File: src/rtl/multdiv_pkg.sv
// Shared types and constants for the iterative multiply/divide unit.
package multdiv_pkg;

  typedef enum logic [1:0] {IDLE, MUL, DIV, DONE} state_t;

  localparam int DEFAULT_WIDTH = 32;

  // Booth pair {q0, q-1}: 01 adds the multiplicand, 10 subtracts it, others shift only
  localparam logic [1:0] BOOTH_ADD = 2'b01;
  localparam logic [1:0] BOOTH_SUB = 2'b10;

  function automatic int cnt_width(input int w);
    return $clog2(w) + 1;
  endfunction

endpackage

File: src/rtl/div_step.sv
// One non-restoring division iteration on unsigned magnitudes.
module div_step #(
  parameter int WIDTH = 32
) (
  input  logic [WIDTH+1:0] rem,
  input  logic [WIDTH-1:0] quo,
  input  logic [WIDTH-1:0] divisor,
  output logic [WIDTH+1:0] rem_next,
  output logic [WIDTH-1:0] quo_next
);

  logic [WIDTH+1:0] shifted;
  logic [WIDTH+1:0] dvs_ext;

  // Partial remainder stays within (-divisor, divisor), so the top bit can be dropped on shift
  always_comb begin
    shifted  = {rem[WIDTH:0], quo[WIDTH-1]};
    dvs_ext  = {2'b00, divisor};
    rem_next = rem[WIDTH+1] ? shifted + dvs_ext : shifted - dvs_ext;
    quo_next = {quo[WIDTH-2:0], ~rem_next[WIDTH+1]};
  end

endmodule

File: src/rtl/multdiv_unit.sv
// Iterative signed multiply (radix-2 Booth) / divide (non-restoring) unit with fixed latency.
// Optional signed-overflow flagging is enabled with `define MULTDIV_OVERFLOW_EN.
module multdiv_unit
  import multdiv_pkg::*;
#(
  parameter int WIDTH = DEFAULT_WIDTH
) (
  input  logic             clk,
  input  logic             clr,
  input  logic             ctrl_MULT,
  input  logic             ctrl_DIV,
  input  logic [WIDTH-1:0] data_operandA,
  input  logic [WIDTH-1:0] data_operandB,
  output logic [WIDTH-1:0] data_result,
  output logic             data_exception,
  output logic             data_resultRDY,
  output logic             busy
);

  localparam int CW = cnt_width(WIDTH);
  localparam logic [CW-1:0] LAST = CW'(WIDTH - 1);

  state_t           state;
  logic [CW-1:0]    count;
  logic             is_mul;
  logic [2*WIDTH:0] prod;
  logic [WIDTH-1:0] mcand;
  logic [WIDTH+1:0] rem;
  logic [WIDTH-1:0] quo;
  logic [WIDTH-1:0] dvsr;
  logic             neg_q;
  logic             div_zero;
  logic             div_exc;

  logic [WIDTH:0]   booth_sum;
  logic [WIDTH+1:0] rem_next;
  logic [WIDTH-1:0] quo_next;
  logic [WIDTH-1:0] a_mag;
  logic [WIDTH-1:0] b_mag;
  logic             div_exc_in;
  logic             mul_exc;

  assign a_mag = data_operandA[WIDTH-1] ? -data_operandA : data_operandA;
  assign b_mag = data_operandB[WIDTH-1] ? -data_operandB : data_operandB;

`ifdef MULTDIV_OVERFLOW_EN
  assign div_exc_in = ~|data_operandB ||
                      (data_operandA == {1'b1, {(WIDTH-1){1'b0}}} && &data_operandB);
  assign mul_exc    = !(&prod[2*WIDTH:WIDTH] || ~|prod[2*WIDTH:WIDTH]);
`else
  assign div_exc_in = ~|data_operandB;
  assign mul_exc    = 1'b0;
`endif

  // Accumulator is extended by one bit so subtracting the most-negative multiplicand cannot overflow
  always_comb begin
    booth_sum = {prod[2*WIDTH], prod[2*WIDTH:WIDTH+1]};
    case (prod[1:0])
      BOOTH_ADD: booth_sum = booth_sum + {mcand[WIDTH-1], mcand};
      BOOTH_SUB: booth_sum = booth_sum - {mcand[WIDTH-1], mcand};
      default:   booth_sum = {prod[2*WIDTH], prod[2*WIDTH:WIDTH+1]};
    endcase
  end

  div_step #(.WIDTH(WIDTH)) u_div_step (
    .rem      (rem),
    .quo      (quo),
    .divisor  (dvsr),
    .rem_next (rem_next),
    .quo_next (quo_next)
  );

  // A start pulse always wins, so it restarts any operation in flight without an RDY pulse
  always_ff @(posedge clk or negedge clr) begin
    if (!clr) begin
      state          <= IDLE;
      count          <= '0;
      is_mul         <= 1'b0;
      prod           <= '0;
      mcand          <= '0;
      rem            <= '0;
      quo            <= '0;
      dvsr           <= '0;
      neg_q          <= 1'b0;
      div_zero       <= 1'b0;
      div_exc        <= 1'b0;
      data_result    <= '0;
      data_exception <= 1'b0;
      data_resultRDY <= 1'b0;
      busy           <= 1'b0;
    end else begin
      data_resultRDY <= 1'b0;
      if (ctrl_MULT || ctrl_DIV) begin
        state    <= ctrl_MULT ? MUL : DIV;
        is_mul   <= ctrl_MULT;
        count    <= '0;
        busy     <= 1'b1;
        prod     <= {{WIDTH{1'b0}}, data_operandB, 1'b0};
        mcand    <= data_operandA;
        rem      <= '0;
        quo      <= a_mag;
        dvsr     <= b_mag;
        neg_q    <= data_operandA[WIDTH-1] ^ data_operandB[WIDTH-1];
        div_zero <= ~|data_operandB;
        div_exc  <= div_exc_in;
      end else begin
        case (state)
          MUL: begin
            prod  <= {booth_sum, prod[WIDTH:1]};
            count <= count + 1'b1;
            if (count == LAST) state <= DONE;
          end
          DIV: begin
            rem   <= rem_next;
            quo   <= quo_next;
            count <= count + 1'b1;
            if (count == LAST) state <= DONE;
          end
          DONE: begin
            if (is_mul) begin
              data_result    <= prod[WIDTH:1];
              data_exception <= mul_exc;
            end else begin
              data_result    <= div_zero ? '0 : (neg_q ? -quo : quo);
              data_exception <= div_exc;
            end
            data_resultRDY <= 1'b1;
            busy           <= 1'b0;
            state          <= IDLE;
          end
          default: state <= IDLE;
        endcase
      end
    end
  end

endmodule

File: config.mk
export PLATFORM = sky130hd
export DESIGN_NAME = multdiv_unit
export DESIGN_NICKNAME = d
export VERILOG_FILES = /design/src/rtl/multdiv_pkg.sv /design/src/rtl/div_step.sv /design/src/rtl/multdiv_unit.sv
export SDC_FILE = /design/constraint.sdc
export NUM_CORES = 1
export LEC_CHECK = 0
export CAP_MARGIN = 20
export CORE_MARGIN = 1.5
export CORE_UTILIZATION = 40
export DETAILED_ROUTE_END_ITERATION = 8
export PLACE_DENSITY = 0.7
export SYNTH_ARGS = -nofsm -noshare
export SYNTH_HDL_FRONTEND = slang
export SYNTH_HIERARCHICAL = 1
export SYNTH_SLANG_ARGS = --single-unit
export TNS_END_PERCENT = 30
File: constraint.sdc
create_clock -name clk -period 4.28 [get_ports clk]
set_input_delay 0.642 -clock clk [delete_from_list [all_inputs] [get_ports clk]]
set_output_delay 0.642 -clock clk [all_outputs]
set_load 0.01 [all_outputs]
==> impl_metrics.tcl <==
set metrics [dict create \
    die_area_um2 44160 \
    startpoint "dvsr[5]" \
    rows 75 \
    post_route_cells_drive_above_1_share_pct 8.283 \
    drtAntennaViolNets 0 \
    dr_total_vias 15150 \
    maxUsedRoutingLayer "met4" \
    wl_per_cell_um 17.96 \
    root_buffer "clkbuf_16" \
    grt_max_degree 164 \
    finalCriticalPeriod_ns 4.110 \
    cp_common_cell "xor2_1" \
    ys_async_sr_fraction_pct 100.0 \
    dp_cells 2623 \
    worstSkewPairLatency_ns 0.59 \
    viasPerCell 5.662 \
    finalClockSkew_ns 0.03557 \
    place_ws_ns 0.01324 \
    power.clock.fraction_pct 33.8 \
    drt-total-wl_um 48050 \
    syn-cell-area_um2 17160 \
    drcViolationCount 0 \
    fin_cells 2676 \
    drv_cap 0 \
    ioPinCount 103 \
    cp_data_required_time_ns 4.70 \
    outcome "finished clean" \
    clock.fmax_ghz 0.2433 \
    synth-edff-count 0 \
    worst_slew_pin_slew_ns 0.9624 \
    place_area_um2 18850 \
    grt_pass1_vias 14410 \
    setup_tns_ns 0 \
    slew_violations 0 \
    cp_slowest_cell "or4_4" \
    synthCells 2049 \
    synth_seq_cells 241 \
    rsz0062_at_grt "true" \
    hpwl_um 34870 \
    syn2layout_area_growth_pct 16.62 \
    critical_path_class "flop to flop" \
    hold_path.class "input port to async pin" \
    p_per_area_nw_per_um2 381.6 \
    initial_core_util_pct 40.73 \
    cp-start-kind "flop" \
    coreArea_um2 42130 \
    design_area_um2 20020 \
    path_delay_family "simple AND/OR/NAND/NOR gates" \
    synth_flop_cell "dfrtp_1" \
    final_util_pct 47.50 \
    peakVddDrop_v 0.0003116 \
    path_clk_slew_ns 0.06 \
    relSlewSlack_pct 35.84 \
    die_h_um 210.1 \
    power_frac_comb_pct 29.3 \
    fillerInstances 4036 \
    drt_pass1_iterations 5 \
    cts_max_level 1 \
    yosysUniqueCellTypes 81 \
    cpPeakStageDelay_ns 0.54 \
    first_iter_violations 1134 \
    grt_overflow 0 \
    port_buffers 102 \
    antenna_found_initial 0 \
    p_seq_share_pct 36.9 \
    syn-num-nets 2194 \
    wl_met3_um 2528 \
    p_leak_nw 8.517 \
    cts_buffers 28 \
    num_antenna_cells 0 \
    period_share_pct 96.02 \
    wl_met2_um 21510 \
    hold_viol 0 \
    reg2reg_from "dvsr[5]" \
    setup_ws_ns 0.1705 \
    grt_usage_pct 21.29 \
    clockBufferDepth 3 \
    clock-sinks 241 \
    p_int_w 0.005090 \
    yosysSeqAreaShare_pct 35.14 \
    p_sw_share_pct 33.37 \
    grt_pass1_wl_um 76850 \
    cp_cell_sequence "or3_1 -> or4_4 -> nor3_4 -> nand2_1 -> nor3_2 -> a21oi_1 -> xor2_1 -> ha_2 -> inv_1 -> o21bai_1 -> a211oi_2 -> a32oi_2 -> a221oi_2 -> o21ai_0 -> xor2_1 -> mux2i_1 -> nor2_1" \
    syn_area_per_cell_um2 8.376 \
    crit_path_end_kind "flop" \
    yosysWarnings 6 \
    gp_congestion 0.9246 \
    tritoncts "yes" \
    wl_met1_um 22410 \
    p_switching_w 0.002549 \
    cp_num_buf_inv 1 \
    nNetsFinal 2262 \
    die_x_um 210.1 \
    critPathMaxFanout 6 \
    crit_arrival_ns 4.53 \
    setup_violations 0 \
]
## flip-flops by register name (all words and copies together) (netlist names)
name            cells
mcand              32
neg_q               1
is_mul              1
busy                1
dvsr               32
prod               65
data_exception      1
data_resultRDY      1
rem                34
data_result        32
div_exc             1
state               2
quo                32
count               6
## power groups by stage
stage               Sequential (W)  Clock, W  Combinational [W]
floorplan                  0.00280         0            0.00144
global placement           0.00284         0            0.00215
CTS                        0.00281   0.00263            0.00221
detailed placement         0.00285         0            0.00219
finish                     0.00282   0.00258            0.00224
global route               0.00285   0.00270            0.00246
## what timing repair did
| item | in CTS | in global routing |
|---|---|---|
| setup endpoints to repair | 1 | 19 |
| setup buffers | 0 | 1 |
| pin swaps | 0 | 2 |
| hold buffers | 0 | 0 |
| gates resized for setup | 2 | 28 |
## cells by family after synthesis
family,after synthesis,share of synthesized area (%)
muxes,105,6.138
adders and majority gates,77,5.701
DFF,241,35.14
AOI/OAI and AO/OA,539,19.12
and+or+nand+nor,691,18.32
xor gates and xnor gates,210,10.76
buffers and inverters,186,4.826
## per-stage QoR
step / hold slack [ns] / power [W]
after global routing: 0.1715 / 0.008017
after floorplan: 0.3464 / 0.004240
after CTS: 0.1472 / 0.007650
final: 0.09327 / 0.007638
after detailed placement: 0.4834 / 0.005040
after global placement: 0.4895 / 0.004990
## cells in the final DEF, fill, tap and decap left out, drive strengths merged, types with 29 or more instances in the layout
cell type      netlist  final
a21oi              190    190
buf                 52     80
clkbuf              91     37
clkdlybuf4s50        0    101
dfrtp              241    241
ha                  75     75
inv                 42     43
mux2i              103    103
nand2              268    268
nor2               228    228
nor3                39     39
o21ai              154    154
o31ai               29     29
xnor2              114    114
xor2                96     96
## synth_stat cells (all sizes together) (10+ instances only)
master | n | share of area, %
nand2 | 268 | 5.9
dfrtp | 241 | 35
nor2 | 228 | 5.0
a21oi | 190 | 5.6
o21ai | 154 | 4.5
xnor2 | 114 | 5.9
mux2i | 103 | 6.0
xor2 | 96 | 4.9
clkbuf | 91 | 2.0
ha | 75 | 5.5
buf | 52 | 1.9
inv | 42 | 0.92
nor3 | 39 | 1.2
o31ai | 29 | 1.3
a21o | 26 | 1.1
nand3 | 23 | 0.67
or3 | 18 | 0.69
nor4 | 17 | 0.74
a211oi | 16 | 0.70
a22oi | 16 | 0.70
nor2b | 16 | 0.58
or4 | 16 | 0.79
o211ai | 15 | 0.66
nand2b | 14 | 0.55
a31oi | 13 | 0.47
o41ai | 13 | 0.82
o21a | 12 | 0.52
nand4 | 11 | 0.40
a311oi | 10 | 0.51
o21bai | 10 | 0.44
## layer usage
layer,vias to the layer above,GRT usage (%)
li1,7318,-
met1,7303,30.09
met2,438,33.56
met3,93,2.831
met4,0,7.169
met5,-,0
## worst paths after layout
kind	endpoint	slack, ns	cells past startpoint
worst max-delay path	rem[31]	0.17	17
worst min-delay path	prod[53]	0.09	1
worst max register to register	rem[31]	0.17	17
worst min register to register	data_result[28]	0.49	1
max in group asynchronous	data_result[30]	3.10	2
min in group clk	data_result[28]	0.49	1
## area by class of cell
type / count / area, um^2 / share of cell area, %
Timing Repair Buffer: 181 / 1684 / 8.414
Inverter: 43 / 161.4 / 0.8064
Clock buffer: 37 / 754.5 / 3.769
Multi-Input combinational cell: 1622 / 10490 / 52.40
Clock inverter: 13 / 222.7 / 1.113
Sequential cell: 241 / 6031 / 30.13
Tap cell: 539 / 674.4 / 3.369
No activity file was read; power rests on OpenSTA's default activity.
